--- config.mk ---
export PLATFORM = sky130hd
export DESIGN_NAME = rf_fifo_ctrl
export DESIGN_NICKNAME = d
export VERILOG_FILES = /design/src/rtl/rf_fifo_ctrl.sv
export SDC_FILE = /design/constraint.sdc
export NUM_CORES = 1
export LEC_CHECK = 0
export ABC_AREA = 0
export CAP_MARGIN = 0
export CORE_UTILIZATION = 30
export CTS_BUF_LIST = sky130_fd_sc_hd__clkbuf_16
export DETAILED_ROUTE_END_ITERATION = 12
export HOLD_SLACK_MARGIN = 0.12
export SLEW_MARGIN = 20
export SYNTH_ARGS = -nofsm -noshare
export SYNTH_HDL_FRONTEND = slang
export SYNTH_SLANG_ARGS = --single-unit
--- constraint.sdc ---
create_clock -name i_clk -period 17.3 [get_ports i_clk]
set_input_delay 5.19 -clock i_clk [delete_from_list [all_inputs] [get_ports i_clk]]
set_output_delay 5.19 -clock i_clk [all_outputs]
set_load 0.005 [all_outputs]
--- src/rtl/rf_fifo_ctrl.sv ---
// rf_fifo_ctrl: FIFO controller over an external 2-port register file with
// 1-cycle read latency, plus a 2-entry output queue that keeps pops at full rate.
//
// Ports:
//   i_clk        clock, rising edge
//   i_rst        synchronous active-high reset (has priority over i_flush)
//   i_flush      synchronous clear of all stored entries
//   i_wvalid     push request         o_wready   push accept
//   i_wdata      push data
//   o_rvalid     pop data valid       i_rready   pop accept
//   o_rdata      pop data (output queue head)
//   o_count      entries held (RF + read in flight + output queue)
//   o_rf_write   RF write strobe      o_rf_waddr / o_rf_wdata
//   o_rf_read    RF read strobe       o_rf_raddr / i_rf_rdata (next cycle)
module rf_fifo_ctrl #(
    parameter int wordWd = 12,
    parameter int DWd    = 32,
    parameter int AWd    = $clog2(wordWd)
) (
    input  logic                        i_clk,
    input  logic                        i_rst,
    input  logic                        i_flush,
    input  logic                        i_wvalid,
    output logic                        o_wready,
    input  logic [DWd-1:0]              i_wdata,
    output logic                        o_rvalid,
    input  logic                        i_rready,
    output logic [DWd-1:0]              o_rdata,
    output logic [$clog2(wordWd+3)-1:0] o_count,
    output logic                        o_rf_read,
    output logic                        o_rf_write,
    output logic [AWd-1:0]              o_rf_raddr,
    output logic [AWd-1:0]              o_rf_waddr,
    output logic [DWd-1:0]              o_rf_wdata,
    input  logic [DWd-1:0]              i_rf_rdata
);

    localparam int CntW = $clog2(wordWd + 3);
    localparam logic [AWd-1:0] LastAddr = AWd'(wordWd - 1);
    localparam logic [CntW-1:0] Depth = CntW'(wordWd);

    // RF bookkeeping
    logic [AWd-1:0]  wptr;
    logic [AWd-1:0]  rptr;
    logic [CntW-1:0] rf_cnt;
    logic            inflight;

    // output queue: head is what o_rdata shows, tail is the second slot
    logic [1:0]      oq_cnt;
    logic [DWd-1:0]  oq_head;
    logic [DWd-1:0]  oq_tail;

    logic            active;
    logic            push;
    logic            pop;
    logic            issue;
    logic            capture;
    logic [2:0]      oq_claim;
    logic [1:0]      oq_slot;

    function automatic logic [AWd-1:0] next_ptr(input logic [AWd-1:0] p);
        next_ptr = (p == LastAddr) ? '0 : p + AWd'(1);
    endfunction

    assign active   = !i_rst && !i_flush;

    // push side: only RF space counts, freed slots show up next cycle
    assign o_wready = (rf_cnt < Depth) && active;
    assign push     = i_wvalid && o_wready;

    // pop side
    assign o_rvalid = (oq_cnt != 2'd0) && !i_rst;
    assign pop      = o_rvalid && i_rready;

    // slots the queue will need once the in-flight read lands,
    // net of the pop happening this cycle
    assign oq_claim = 3'(oq_cnt) + 3'(inflight) - 3'(pop);

    // rf_cnt only counts entries written at an earlier edge, so a read
    // can never target the slot being written in the same cycle
    assign issue    = (rf_cnt != '0) && (oq_claim < 3'd2) && active;
    assign capture  = inflight;

    // where the returning word goes after this cycle's pop shifts the queue
    assign oq_slot  = oq_cnt - 2'(pop);

    assign o_rf_write = push;
    assign o_rf_waddr = wptr;
    assign o_rf_wdata = i_wdata;
    assign o_rf_read  = issue;
    assign o_rf_raddr = rptr;

    assign o_rdata  = oq_head;
    assign o_count  = rf_cnt + CntW'(inflight) + CntW'(oq_cnt);

    always_ff @(posedge i_clk) begin
        if (i_rst || i_flush) begin
            wptr     <= '0;
            rptr     <= '0;
            rf_cnt   <= '0;
            inflight <= 1'b0;
        end else begin
            if (push) begin
                wptr <= next_ptr(wptr);
            end
            if (issue) begin
                rptr <= next_ptr(rptr);
            end
            rf_cnt   <= rf_cnt + CntW'(push) - CntW'(issue);
            inflight <= issue;
        end
    end

    // a flush or reset drops whatever read data is returning this cycle
    always_ff @(posedge i_clk) begin
        if (i_rst || i_flush) begin
            oq_cnt  <= 2'd0;
            oq_head <= '0;
            oq_tail <= '0;
        end else begin
            oq_cnt <= oq_cnt + 2'(capture) - 2'(pop);
            if (pop) begin
                oq_head <= oq_tail;
            end
            if (capture && (oq_slot == 2'd0)) begin
                oq_head <= i_rf_rdata;
            end
            if (capture && (oq_slot == 2'd1)) begin
                oq_tail <= i_rf_rdata;
            end
        end
    end

endmodule
==> flow_summary.toml <==
[run_status]
outcome = "complete, but fails checks"
violations = "design-rule violations"

[clock_tree]
postCtsHoldBufs = 0
numCtsBuffers = 9
ctsRootBufferMaster = "clkbuf_16"
cts-htree-levels = 3
cts_sinks = 79
cts_setup_buffers = 0
clk_path_buf_depth = 2
cts_resized = 0
clkTransAtPathRegs_ns = 0.06
clkLatencyLatePin_ns = 0.33
cts_tree = "yes"

[synthesis]
synth_edf_count = 0
synthCells = 415
synth_area_mm2 = 0.00363
synth-main-ff-cell = "dfxtp_1"
syn_area_per_cell_um2 = 8.74
synth_fp_nets = 500
synth.ff_latch_count = 79
synth.area.top_cells = "dfxtp_1, mux2i_1, a21oi_1"
yosysTopAreaCell = "dfxtp_1"
async_flop_share_pct = 0
yosysUniqueCellTypes = 34
synth_seq_area_share_pct = 43.6
synth_warnings = 0
synth_top_area_share_pct = 43.6

[cells_and_area]
final_nets = 542
final_cells = 605
syn2layout_area_growth_pct = 28.2
drive_above_1_share_pct = 5.41
diodes = 0

[drt]
drt_drc_violations_left = 9
vias = 2854
vias_per_cell = 4.72
drt_pass1_iterations = 8
ant_nets = 0
drt-initial-drc-count = 140
wl_per_cell_um = 13.4
routed_wl_mm = 8.12

[grt]
grt_start_max_net_pins = 65
grt_use_total_pct = 13.3
antenna_found_initial = 0
grt_pass1_wl_mm = 13.3
grt_overflow = 0
grt_pass1_vias = 2757

[placed_design]
globalplace.congestion = 0.718
portBuffers = 84
dp_hpwl_mm = 5.38
dp.cells = 589

[power_and_ir_drop]
p_leak_nw = 1.79
vdd_drop_max_mv = 0.0493
p_int_mw = 0.308
swShare_pct = 21.9
pwr-share-comb_pct = 6.6
power_frac_seq_pct = 46.8
p_clk_share_pct = 46.6
p_sw_mw = 0.0864
power.density_mw_per_mm2 = 84.9

[timing]
fin_skew_ns = 0.00914
period_share_pct = 83.5
final-setup-viol-count = 0
fmax_mhz = 69.2
timing.hold.ws_ns = 0.454
tightest_slew_ns = 1.05
slew_viol_final = 0
layout_min_cycle_time_ns = 14.45
finalHoldViolCount = 0
grt_setup_unrepaired = "false"
setup_tns_ns = 0
max_slew_margin_pct = 29.8

[floorplan]
row_count = 39
start_util_pct = 31.2
dieArea_mm2 = 0.0125
dieWidth_um = 112
dieHeight_um = 112
core_mm2 = 0.0116
ios = 149

[min_path]
hold_path_class = "reg2reg"

[critical_path]
critPathKind = "in2out"
worstPathMaxFanout = 33
cp.arrival_ns = 9.26
worstPathRequired_ns = 12.11
rrSetupSlack_ns = 12.65
start_kind = "input pin"
endpoint_kind = "output pin"

[run]
maxCapViolations = 0
## kinds of logic (layout without fill, tap and decap cells)
kind of cell,Yosys count,count (layout),synth area share (%)
xor+xnor,6,6,1.45
fa+ha+maj,16,16,6.35
compound gates,114,114,17.2
mux,35,35,9.66
buf+inv,72,119,10.9
simple gates,93,93,10.9
flops,79,79,43.6
## metrics by stage
| step | power [mW] | setup slack (ns) | util [%] | instance area, µm² |
|---|---|---|---|---|
| 5_1_grt | 0.411 | 2.48 | 40.0 | 4650 |
| 2_1_floorplan | 0.205 | 4.67 | - | 3630 |
| 6_report | 0.395 | 2.85 | 40.0 | 4650 |
| 3_5_place_dp | 0.215 | 2.77 | 37.5 | 4350 |
| 3_3_place_gp | 0.214 | 2.86 | 37.5 | 4350 |
| 4_1_cts | 0.399 | 2.76 | 40.0 | 4640 |
## metal layers
metal  global-route usage (%)  vias up  routed length, µm
met5                        0        -                  0
met4                     5.33        0                157
met3                     3.43       24                433
met2                     21.8       80               3810
met1                     16.6     1293               3720
li1                         -     1457                  -
## worst max-delay path: stages
cell,delay [ns]
clkdlybuf4s50_1,0.59
o21ba_2,0.21
nand2_2,0.74
inv_1,0.17
ha_1,0.32
inv_1,0.06
ha_1,0.13
inv_1,0.05
fa_1,0.37
xor2_1,0.19
a2111oi_4,0.61
clkdlybuf4s50_1,0.61
## final timing paths
kind,start,endpoint,cells after the start
hold / removal,oq_tail[0],oq_tail[0],2
setup / recovery,i_rst,o_rf_read,12
hold reg to reg,oq_tail[0],oq_tail[0],2
setup reg to reg,oq_cnt[1],rf_cnt[2],17
## cell usage after synthesis (2+ instances only)
library cell	instances
dfxtp_1	79
xor2_1	3
and2_1	2
a21oi_1	68
mux2i_1	35
nand3_1	2
clkbuf_1	18
nor2_1	13
buf_2	4
a31oi_1	2
fa_1	4
buf_4	32
inv_1	17
nand2_1	68
xnor2_1	3
ha_1	12
o21ai_0	35
nor2b_1	2
## layout by cell type (no fill, tap or decap), types with 2 or more instances in the layout
cell type        count
nor2b_1              2
dfxtp_1             79
fa_1                 4
clkdlybuf4s50_1     84
ha_1                12
nor2_1              12
clkinvlp_4           2
xnor2_1              3
a31oi_1              2
and2_1               2
clkbuf_16            9
nand2_1             67
buf_4                2
o21ai_0             35
mux2i_1             35
a21oi_1             68
xor2_1               3
inv_1               19
## power groups by stage
stage                     sequential [mW]  clock (mW)  combinational (mW)
after global placement              0.189           0              0.0259
after global routing                0.185       0.198              0.0289
after CTS                           0.185       0.189              0.0264
final                               0.185       0.184              0.0260
after floorplan                     0.188           0              0.0165
after detailed placement            0.189           0              0.0262
## area by class of cell
| type | count | area (µm²) |
|---|---|---|
| Sequential cell | 79 | 1580 |
| Clock buffer | 9 | 225 |
| Multi-Input combinational cell | 264 | 1680 |
| Clock inverter | 7 | 66.3 |
| Inverter | 17 | 63.8 |
| Tap cell | 143 | 179 |
| Fill cell | 1164 | 6960 |
| Timing Repair Buffer | 86 | 856 |
## flip-flops by register name (all words and copies together), names as in the netlist
signal	flops
rf_cnt	4
capture	1
oq_cnt	2
oq_tail	32
o_rdata	32
o_rf_raddr	4
o_rf_waddr	4
Note: power is estimated with default switching activity, not from simulation.
